--- src/rtl/can_rx_buff.sv ---
// CAN receive frame buffer: length-checked byte capture into circular slots.
// Optional acceptance filter enabled by defining CAN_RX_ACC_FILTER_EN.
module can_rx_buff #(
  parameter int SLOTS = 2,
  parameter int PTR_W = 2
) (
  input  logic        clk,
  input  logic        g_rst,
  input  logic        rx_sof,
  input  logic        rx_byte_vld,
  input  logic [7:0]  rx_byte,
  input  logic        rx_eof,
  input  logic        rx_abort,
  input  logic [3:0]  host_rd_addr,
  input  logic        host_rel,
  input  logic        host_clr_ovr,
`ifdef CAN_RX_ACC_FILTER_EN
  input  logic [10:0] acc_code,
  input  logic [10:0] acc_mask,
`endif
  output logic        rx_frame_rdy,
  output logic [7:0]  host_rd_data,
  output logic [10:0] rx_id,
  output logic        rx_rtr,
  output logic [3:0]  rx_dlc,
  output logic [2:0]  rx_frame_cnt,
  output logic        rx_busy,
  output logic        rx_overrun,
  output logic        rx_err
);

  localparam int NS = 1 << PTR_W;
  localparam logic [2:0] SLOTS_C = 3'(SLOTS);
  localparam logic [PTR_W-1:0] LAST = PTR_W'(SLOTS - 1);

  typedef enum logic [1:0] {IDLE, HDR, DATA, WAIT_EOF} state_t;

  state_t state_q, state_d;
  logic [3:0] bcnt_q, bcnt_d;
  logic [3:0] exp_q, exp_d;
  logic mis_q, mis_d;
  logic disc_q, disc_d;
  logic err_q, err_d;
  logic ovr_q, ovr_d;
  logic [2:0] count_q, count_d;
  logic [PTR_W-1:0] head_q, head_d;
  logic [PTR_W-1:0] tail_q, tail_d;
  logic [7:0] rd_q, rd_d;
  logic [15:0][7:0] mem_q [NS];
  logic [15:0][7:0] mem_d [NS];

  logic commit, rel, ovr_set, len_ok, acc_ok;
  logic [3:0] dlc_c;
  logic [7:0] hb0, hb1;

`ifdef CAN_RX_ACC_FILTER_EN
  logic [7:0] b0_q, b0_d;
  logic rej_q, rej_d;
  logic [10:0] id_c;
  assign id_c = {b0_q, rx_byte[7:5]};
`endif

  function automatic logic [PTR_W-1:0] inc(input logic [PTR_W-1:0] p);
    return (p == LAST) ? '0 : p + 1'b1;
  endfunction

  assign dlc_c = (rx_byte[3:0] > 4'd8) ? 4'd8 : rx_byte[3:0];
  assign rel = host_rel && (count_q != 3'd0);

  always_comb begin
    state_d = state_q;
    bcnt_d  = bcnt_q;
    exp_d   = exp_q;
    mis_d   = mis_q;
    disc_d  = disc_q;
    mem_d   = mem_q;
    err_d   = 1'b0;
    commit  = 1'b0;
    ovr_set = 1'b0;
    len_ok  = 1'b0;
`ifdef CAN_RX_ACC_FILTER_EN
    b0_d   = b0_q;
    rej_d  = rej_q;
`endif
    if (rx_sof) begin
      // A frame cut short by a new SOF is an error, but the new one proceeds.
      err_d   = (state_q != IDLE);
      state_d = HDR;
      bcnt_d  = 4'd0;
      exp_d   = 4'd0;
      mis_d   = 1'b0;
      disc_d  = (count_q >= SLOTS_C);
`ifdef CAN_RX_ACC_FILTER_EN
      rej_d   = 1'b0;
`endif
    end else if (state_q != IDLE) begin
      if (rx_abort) begin
        err_d   = 1'b1;
        state_d = IDLE;
      end else begin
        if (rx_byte_vld) begin
          unique case (state_q)
            HDR: begin
              if (!disc_q) mem_d[tail_q][bcnt_q] = rx_byte;
              bcnt_d = bcnt_q + 4'd1;
              if (bcnt_q == 4'd1) begin
                exp_d = rx_byte[4] ? 4'd2 : 4'd2 + dlc_c;
                state_d = (exp_d == 4'd2) ? WAIT_EOF : DATA;
`ifdef CAN_RX_ACC_FILTER_EN
                rej_d = |((id_c ^ acc_code) & acc_mask);
              end else begin
                b0_d = rx_byte;
`endif
              end
            end
            DATA: begin
              if (bcnt_q < 4'd10) begin
                if (!disc_q) mem_d[tail_q][bcnt_q] = rx_byte;
                bcnt_d = bcnt_q + 4'd1;
                if (bcnt_d == exp_q) state_d = WAIT_EOF;
              end else begin
                mis_d = 1'b1;
              end
            end
            WAIT_EOF: mis_d = 1'b1;
            default: ;
          endcase
        end
        if (rx_eof) begin
          len_ok  = (state_d == WAIT_EOF) && !mis_d;
          state_d = IDLE;
          if (!len_ok)     err_d   = 1'b1;
          else if (!acc_ok) ;
          else if (disc_q) ovr_set = 1'b1;
          else             commit  = 1'b1;
        end
      end
    end
  end

`ifdef CAN_RX_ACC_FILTER_EN
  assign acc_ok = !rej_d;
`else
  assign acc_ok = 1'b1;
`endif

  always_comb begin
    count_d = count_q + {2'b0, commit} - {2'b0, rel};
    tail_d  = commit ? inc(tail_q) : tail_q;
    head_d  = rel ? inc(head_q) : head_q;
    ovr_d   = ovr_set | (ovr_q & ~host_clr_ovr);
    rd_d    = 8'h00;
    if (count_q != 3'd0 && host_rd_addr < 4'd10)
      rd_d = mem_q[head_q][host_rd_addr];
  end

  always_ff @(posedge clk or posedge g_rst) begin
    if (g_rst) begin
      state_q <= IDLE;
      bcnt_q  <= '0;
      exp_q   <= '0;
      mis_q   <= 1'b0;
      disc_q  <= 1'b0;
      err_q   <= 1'b0;
      ovr_q   <= 1'b0;
      count_q <= '0;
      head_q  <= '0;
      tail_q  <= '0;
      rd_q    <= '0;
      mem_q   <= '{default: '0};
`ifdef CAN_RX_ACC_FILTER_EN
      b0_q    <= '0;
      rej_q   <= 1'b0;
`endif
    end else begin
      state_q <= state_d;
      bcnt_q  <= bcnt_d;
      exp_q   <= exp_d;
      mis_q   <= mis_d;
      disc_q  <= disc_d;
      err_q   <= err_d;
      ovr_q   <= ovr_d;
      count_q <= count_d;
      head_q  <= head_d;
      tail_q  <= tail_d;
      rd_q    <= rd_d;
      mem_q   <= mem_d;
`ifdef CAN_RX_ACC_FILTER_EN
      b0_q    <= b0_d;
      rej_q   <= rej_d;
`endif
    end
  end

  assign hb0 = mem_q[head_q][0];
  assign hb1 = mem_q[head_q][1];

  assign rx_frame_rdy = (count_q != 3'd0);
  assign rx_id        = rx_frame_rdy ? {hb0, hb1[7:5]} : 11'd0;
  assign rx_rtr       = rx_frame_rdy & hb1[4];
  assign rx_dlc       = rx_frame_rdy ? hb1[3:0] : 4'd0;
  assign rx_frame_cnt = count_q;
  assign rx_busy      = (state_q != IDLE);
  assign rx_overrun   = ovr_q;
  assign rx_err       = err_q;
  assign host_rd_data = rd_q;

endmodule

--- config.mk ---
export PLATFORM = sky130hd
export DESIGN_NAME = can_rx_buff
export DESIGN_NICKNAME = d
export VERILOG_FILES = /design/src/rtl/can_rx_buff.sv
export SDC_FILE = /design/constraint.sdc
export NUM_CORES = 1
export LEC_CHECK = 0
export CORE_ASPECT_RATIO = 0.9
export CORE_MARGIN = 2
export CORE_UTILIZATION = 50
export CTS_CLUSTER_SIZE = 8
export DETAILED_ROUTE_END_ITERATION = 8
export PLACE_DENSITY = 0.73
export SYNTH_ARGS = -nofsm -noshare
export SYNTH_HDL_FRONTEND = slang
export SYNTH_SLANG_ARGS = --single-unit
--- constraint.sdc ---
create_clock -name clk -period 16.7 [get_ports clk]
set_input_delay 3.34 -clock clk [delete_from_list [all_inputs] [get_ports clk]]
set_output_delay 3.34 -clock clk [all_outputs]
set_load 0.02 [all_outputs]
== After elaboration in Yosys (flattened, before gate mapping) ==
Index checks and enable logic that the tools add are counted.
Widths: inputs -> output; s select.
Cells by class
  muxes and demuxes: 71
  $lt $le $gt $ge: 10
  bitwise logic cells: 8
  reduce and logical (&&, ||, !) cells: 18
  $add $sub $neg: 6
  equal/unequal tests: 12
  divide/modulo/power cells: 0
  multiply operators: 0
  shift operators: 0
Operators by type and width (number)
  $mux 512: 2
  $pmux 512 s2: 1
  $bwmux 512: 1
  $mux 128: 3
  $bmux 128 s2: 1
  $demux 128 s2: 1
  $mux 4: 14
  $bmux 8 s4: 1
  $demux 8 s4: 1
  $mux 1: 26
  $mux 2: 13
  $mux 8: 3
  $reduce_bool 2->1: 6
  $mux 11: 1
  $lt 4x5->1 const B: 2
  $reduce_and 5->1: 2
  $lt 4x4->1 const B: 2
  $pmux 4 s2: 1
  $eq 2x1->1 const B: 3
  $eq 2x2->1 const B: 3
  $ge 3x3->1 const B: 2
  $not 2->3: 2
  $reduce_and 6->1: 1
  $reduce_bool 3->1: 2
  22 further kinds: 31
Word-level totals
  memory bits (writable): 0
  flip-flop bits (word level): 541
  latch bits: 0
  memories: 0
  input bits: 20
  bits in read-only memories: 0
  output and inout port bits: 31
  logic and storage cells: 200

== Logic depth before layout (Yosys ltp) ==
Gate-level depths: netlist (run 1).
  word-level depth: 21
  depth in mapped cells: 15
  gate-level depth less buffers: 13

== Worst setup path after synthesis (run 1) ==
OpenSTA, ideal clock, no wires.
  kind: input to register
  from: input port rx_byte[1]
  to: register count_q[2] (netlist: rx_frame_cnt[2])
  arrival: 6113 ps
  stages: 15
  library setup time: 122 ps
  path slack: 10465 ps
  buffers on the path: 2
  required time: 16578 ps
  cell sequence: clkbuf_1 clkbuf_1 nor2b_1 ha_1 nor2b_1 nor4b_2 a22oi_1 a2111oi_4 inv_1 ha_1 inv_1 ha_1 inv_1 fa_1 xor2_1
Between the ends
  cells in the longest elaborated chain, start to end: 21
Ends and longest elaborated chain
  from (decl): RTL line 11  | input logic [7:0] rx_byte,
  $gt 4x4->1: RTL line 67  | assign dlc_c = (rx_byte[3:0] > 4'd8) ? 4'd8 : rx_byte[3:0];
  $mux 4 *: RTL line 67
  $add 2x4->4 *: RTL line 107  | exp_d = rx_byte[4] ? 4'd2 : 4'd2 + dlc_c;
  $mux 4 *: RTL line 107
  $eq 4x2->1 *: RTL line 108  | state_d = (exp_d == 4'd2) ? WAIT_EOF : DATA;
  $mux 1 *: RTL line 108
  $mux 2 *: RTL line 106  | if (bcnt_q == 4'd1) begin
  $pmux 2 s2 *: RTL line 102  | unique case (state_q)
  [6 not listed]
  $mux 1 *: RTL line 132  | if (!len_ok) err_d = 1'b1;
  $mux 1 *: RTL line 129  | if (rx_eof) begin
  $mux 1 *: RTL line 97  | if (rx_abort) begin
  $mux 1 *: RTL line 96  | end else if (state_q != IDLE) begin
  $mux 1 *: RTL line 85  | if (rx_sof) begin
  $add 3x1->3 *: RTL line 148  | count_d = count_q + {2'b0, commit} - {2'b0, rel};
  $sub 3x1->3 *: RTL line 148
  named net count_d[2]: RTL line 45  | logic [2:0] count_q, count_d;
  to (signal assigned): RTL line 183  | count_q <= count_d;
  to (decl): RTL line 45
Mark *: on every way through the listed nets, which the timed path passes. The rest lies on a longest branch. The select of a mux whose other input is x is not followed.
A chain may end at the register's enable or synchronous reset.

== Final worst setup path (run 1) ==
  from: register head_q[0]
  to: output port rx_id[10]
Between the ends
  cells in the longest elaborated chain, start to end: 5
Ends and longest elaborated chain
  from (decl): RTL line 46  | logic [PTR_W-1:0] head_q, head_d;
  from (signal assigned): RTL line 167  | head_q <= '0;
  from (signal assigned): RTL line 184  | head_q <= head_d;
  $not 2->3 (implied by the code): RTL line 195  | assign hb0 = mem_q[head_q][0];
  $bmux 128 s2: RTL line 195
  $mux 128 (2 in series)
  $mux 11: RTL line 199  | assign rx_id = rx_frame_rdy ? {hb0, hb1[7:5]} : 11'd0;
  to (decl): RTL line 23  | output logic [10:0] rx_id,
Every way passes these cells. The select of a mux whose other input is x is not followed.

==> results of run 1 <==
[metal layers]
metal | global-route usage | wire length, um | share of wire
met3 | 0.0417 | 2530 | 0.056
met4 | 0.0672 | 891 | 0.020
met5 | 0 | 0 | 0
met2 | 0.356 | 21000 | 0.46
met1 | 0.342 | 20800 | 0.46
[cells by family (layout without fill, tap and decap cells)]
group,count (synthesis),count (layout)
AOI/OAI and AO/OA,104,104
DFF,413,413
muxes,507,507
and+or+nand+nor,153,153
buffers and inverters,129,147
adders and majority gates,14,14
xor gates and xnor gates,13,13
[flip-flops by register name, indices dropped and copies added (netlist names), 2 cells and up]
register	count
bcnt_q	4
exp_q	4
head_q	2
host_rd_data	8
mem_q	384
rx_frame_cnt	3
state_q	2
tail_q	2
[cell usage after synthesis (2+ instances only)]
library cell,count,area [um2]
nor2_1,19,71.3
a21o_1,7,52.6
or3_1,5,31.3
ha_1,13,163
o21ai_0,16,80.1
mux4_2,81,1820
and2_1,21,131
o41ai_1,2,17.5
mux2_2,373,4200
o31ai_1,2,15.0
nand3_2,18,180
buf_1,10,37.5
mux2_1,11,124
a221oi_1,22,193
a21oi_1,16,80.1
buf_4,4,30.0
nand2_1,34,128
xnor2_1,8,70.1
buf_12,2,40.0
xor2_1,5,43.8
nand3_1,10,50.1
mux2i_1,42,420
dfrtp_1,413,10300
o221ai_1,7,61.3
clkbuf_1,72,270
nor2_2,10,62.6
nor2_8,14,280
a31oi_1,9,56.3
buf_2,21,105
inv_1,18,67.6
a22oi_1,9,67.6
or2_2,3,18.8
nor2b_1,8,50.1
[cell usage in the layout, fill, tap and decap left out, types with 15 or more instances in the layout]
cell type	instances
clkbuf_16	59
o21ai_0	16
clkdlybuf4s50_1	42
dfrtp_1	411
mux4_2	81
inv_1	17
buf_4	15
nand2_1	34
and2_1	21
mux2_2	373
nand3_2	18
nor2_1	19
mux2i_1	42
a221oi_1	22
a21oi_1	16
[final cells by class]
type                       count  area share
inverter                      19     0.00360
clock inverter                 2    0.000628
sequential                   413       0.472
tap                          525      0.0300
timing repair buffer          65      0.0262
multi-input combinational    791       0.400
clock buffer                  61      0.0677
[worst max-delay path: stages, from the launching register on]
cell and delay, ns:
dfrtp_4 1.04, buf_4 0.87, mux4_2 0.63, and2_1 0.18
clkdlybuf4s50_1 0.53
[power by group]
| group | internal [mW] | leakage, nW | switching [mW] |
|---|---|---|---|
| registers | 1.02 | 5.73 | 0.0486 |
| clock network | 0.613 | 0.738 | 0.401 |
| logic | 0.0924 | 4.21 | 0.134 |
[final timing paths]
path / cells past startpoint / end / from
worst max-delay path: 4 / rx_id[10] / head_q[0]$_DFFE_PP0P_
max in group asynchronous: 4 / mem_q[415]$_DFFE_PP0P_ / g_rst
min in group asynchronous: 2 / mem_q[302]$_DFFE_PP0P_ / g_rst
worst max register to register: 13 / rx_frame_cnt[2]$_DFF_PP0_ / bcnt_q[1]$_DFFE_PP0P_
worst min-delay path: 1 / mem_q[281]$_DFFE_PP0P_ / mem_q[281]$_DFFE_PP0P_
worst min register to register: 1 / mem_q[281]$_DFFE_PP0P_ / mem_q[281]$_DFFE_PP0P_
==> flow_summary.ini, run 1 <==
[die]
start_util = 0.510
ios = 51
rows = 68
die_w_um = 213
die_area_um2 = 40900
core_um2 = 38500
die_height_um = 192

[placement]
dp.cells = 1813
numPortBuffers = 50
gp_congestion = 0.786
dp.final_hpwl_um = 28000
post-place-ws_ns = 9.87
postPlaceCellArea_um2 = 20400

[detailed_routing]
drt_iter0_markers = 1008
drc = 0
num_vias = 11444
first_pass_iters = 7
routedWlPerCell_um = 24.1
routed_wl_um = 45200
vias_per_cell = 6.10
ant_nets = 0

[critical_path]
path_max_fanout = 60
crit_required_ns = 13.36
path_class = reg2out
r2r_slack_ns = 12.81
cp-start-kind = flop
crit_arrival_ns = 3.88
endpoint_kind = primary output

[synth]
synth-seq-cells = 413
ys_types = 61
synth_ff_type = dfrtp_1
muxShareOfSynthArea = 0.334
async_reset_ff_frac = 1.00
synth-compound-area-share = 0.0390
synth_top_family_by_area = multiplexers
synth_xor_area_frac = 0.00579
synth_area_um2 = 19700
synthSimpleGateAreaFrac = 0.0574
syn-num-nets = 1367
synth_seq_area_share = 0.526
synthAdderAreaFrac = 0.00929
syn_inst = 1333
synth-edff-count = 0
yosysWarnings = 0
syn_avg_cell_area_um2 = 14.7

[cts]
cts_resized = 0
cts.sink_count = 413
cts.reportedPaths.clkPinSlew_ns = 0.05
cts_max_level = 2
cts_tree = yes
hold_buffers = 0
cts_buffers = 57
insertion_delay_ns = 0.59
clock_tree.root_cell = clkbuf_16
clk_path_buf_depth = 3
post_cts_buffers = 0

[final_layout]
syn_to_final_growth_pct = 11.4
diodes = 0
nFillCells = 3023
seq_area_um2 = 10300
fin_cells = 1876
multi_input_area_um2 = 8760
stdcell_area_um2 = 21900
drive_above_1_share = 0.442
final_net_count = 1381
postLayoutCoreUtil = 0.569

[sta]
hold_ws_ns = 0.484
max_freq_mhz = 138
rsz0062_at_grt = no
finalSetupTns_ns = 0
max_slew_margin = 0.251
hold_violations = 0
slew_violations = 0
tightest_slew_ns = 1.12
worst_clock_skew_ns = 0.0223
setup_violations = 0
fin_crit_sh = 0.433
finalWorstSetupSlack_ns = 9.48
post-route-min-period_ns = 7.22

[status]
status = finished clean

[global_routing]
grt_max_degree = 112
grt_pass1_wl_um = 72600
antenna_found_initial = 0
overflow = 0
grt_pass1_vias = 12089
grt_use_total = 0.233

[power_and_ir_drop]
ir_drop_v = 0.0000954
powerDensity_nw_per_um2 = 106
p_leak_nw = 10.7
fin_total_pwr_mw = 2.31

[min_path]
hold_path_class = reg2reg

[run]
maxCapViolCount = 0
Note: power is estimated with default switching activity, not from simulation.
==> inputs of run 2 (changes only) <==
==> constraint.sdc (replaced) <==
create_clock -name clk -period 6.7 [get_ports clk]
set_input_delay 1.34 -clock clk [delete_from_list [all_inputs] [get_ports clk]]
set_output_delay 1.34 -clock clk [all_outputs]
set_load 0.02 [all_outputs]
==> flow_summary.ini, run 2 (synthesis gave the netlist of run 1 again) <==
[placement]
dp.final_hpwl_um = 28000
gp_congestion = 0.889
post-place-ws_ns = 1.82
dp.cells = 1812
numPortBuffers = 50

[critical_path]
critPathSlowestCell = dfrtp_4
path_class = reg2out
cp_top_family = buffers and inverters
crit_start = head_q[0]$_DFFE_PP0P_
r2r_slack_ns = 2.68
crit_arrival_ns = 3.26
crit_required_ns = 5.36
crit_path_cell_trace = buf_4 -> mux4_2 -> and2_1 -> clkdlybuf4s50_1
max_stage_delay_ns = 0.89
endpoint_kind = primary output
cp.depth = 4
r2r-start = bcnt_q[1]$_DFFE_PP0P_
cp_num_buf_inv = 2
cp-start-kind = flop
worst-r2r-cell-count = 13
path_max_fanout = 42

[global_routing]
grtUsageMet2 = 0.343
grt_use_total = 0.230
antenna_found_initial = 0
grt_max_degree = 177
overflow = 0
grtUsageMet3 = 0.0433
grtUsageMet1 = 0.343
grt_pass1_vias = 11801
grt_pass1_wl_um = 70900
grt_most_used_layer = met2

[power_and_ir_drop]
clock_power_share = 0.437
fin_total_pwr_mw = 5.75
powerDensity_nw_per_um2 = 262
p_sw_mw = 1.45
p_int_mw = 4.30
seqPwrFrac = 0.462
swShare = 0.253
p_leak_nw = 10.7
power_frac_comb = 0.102
ir_drop_v = 0.000194

[die]
die_height_um = 192
core_um2 = 38500
die_w_um = 213
rows = 68
ios = 51
die_area_um2 = 40900
start_util = 0.510

[detailed_routing]
first_pass_iters = 5
ant_nets = 0
vias_per_cell = 6.10
num_vias = 11441
routed_wl_um = 44700
routedWlPerCell_um = 23.8
drt_iter0_markers = 843
drc = 0

[sta]
hold_violations = 0
max_slew_margin = 0.230
finalSetupTns_ns = 0
hold_ws_ns = 0.480
worst_clock_skew_ns = 0.0183
fin_crit_sh = 0.687
tightest_slew_ns = 1.15
post-route-min-period_ns = 4.60
finalWorstSetupSlack_ns = 2.10
rsz0062_at_grt = no
slew_violations = 0
max_freq_mhz = 217
setup_violations = 0

[final_layout]
fin_cells = 1876
diodes = 0
nFillCells = 3051
largest_register = mem_q
final_common_cell = dfrtp_1
largest_reg_flops = 384
mostFrequentLayoutCells = dfrtp_1, mux2_2, mux4_2, clkbuf_16
syn_to_final_growth_pct = 11.6
final_net_count = 1380
drive_above_1_share = 0.440

[cts]
cts_resized = 0
cts.reportedPaths.clkPinSlew_ns = 0.05
clock_tree.root_cell = clkbuf_16
cts.sink_count = 413
insertion_delay_ns = 0.58
cts_max_level = 2
hold_buffers = 0
clk_path_buf_depth = 3
cts_tree = yes
post_cts_buffers = 0
cts_buffers = 57

[min_path]
hold_path_class = reg2reg
holdPathStages = 1
min_from = mem_q[285]$_DFFE_PP0P_

[status]
status = finished clean

[run]
maxCapViolCount = 0
[run 2: changes by cell type in the layout (fill, tap and decap cells not counted)]
| cell | previous run | this run |
|---|---|---|
| clkinv_16 | 0 | 1 |
| inv_8 | 1 | 0 |
| buf_4 | 15 | 12 |
| clkbuf_16 | 59 | 58 |
| clkinvlp_4 | 0 | 1 |
| clkinv_2 | 1 | 0 |
| clkbuf_1 | 2 | 4 |
| buf_12 | 0 | 2 |
[run 2: area by class of cell]
type	instances	area, um2	share of cell area
inverter	19	75.1	0.00342
sequential	413	10300	0.472
clock buffer	62	1470	0.0669
clock inverter	2	38.8	0.00177
timing repair buffer	64	591	0.0269
tap	525	657	0.0299
multi-input combinational	791	8760	0.400
[run 2: worst paths after layout]
kind                                              to
setup / recovery                           rx_dlc[1]
hold / removal                mem_q[285]$_DFFE_PP0P_
setup reg to reg           rx_frame_cnt[2]$_DFF_PP0_
hold reg to reg               mem_q[285]$_DFFE_PP0P_
max in group asynchronous     mem_q[334]$_DFFE_PP0P_
min in group asynchronous     mem_q[303]$_DFFE_PP0P_
[run 2: worst register-to-register path, stage by stage (launching register included)]
cell and delay, ns:
dfrtp_1 0.47, inv_1 0.12, ha_1 0.62, or3b_1 0.62, a21oi_2 0.26, o2111ai_1 0.22, a2111oi_4 0.46, inv_1 0.08
ha_1 0.29, inv_1 0.05, ha_1 0.13, inv_1 0.05, fa_1 0.38, xor2_1 0.17
[run 2: per-layer routing]
| layer | up-vias | wire, um |
|---|---|---|
| met3 | 66 | 2540 |
| li1 | 4935 | - |
| met2 | 284 | 20200 |
| met1 | 6156 | 21000 |
| met5 | - | 0 |
| met4 | 0 | 952 |
[run 2: power groups by stage]
stage          sequential, mW  clock (mW)  combinational, mW
4_1_cts                  2.66        2.57              0.590
3_5_place_dp             2.70           0              0.588
3_3_place_gp             2.69           0              0.582
5_1_grt                  2.66        2.68              0.633
6_report                 2.66        2.51              0.585
2_1_floorplan            2.64           0              0.445
[run 2: metrics by stage]
step,utilization,area [um2]
2_1_floorplan,-,19700
3_3_place_gp,0.530,20400
3_5_place_dp,0.530,20400
4_1_cts,0.569,21900
5_1_grt,0.569,21900
6_report,0.569,21900
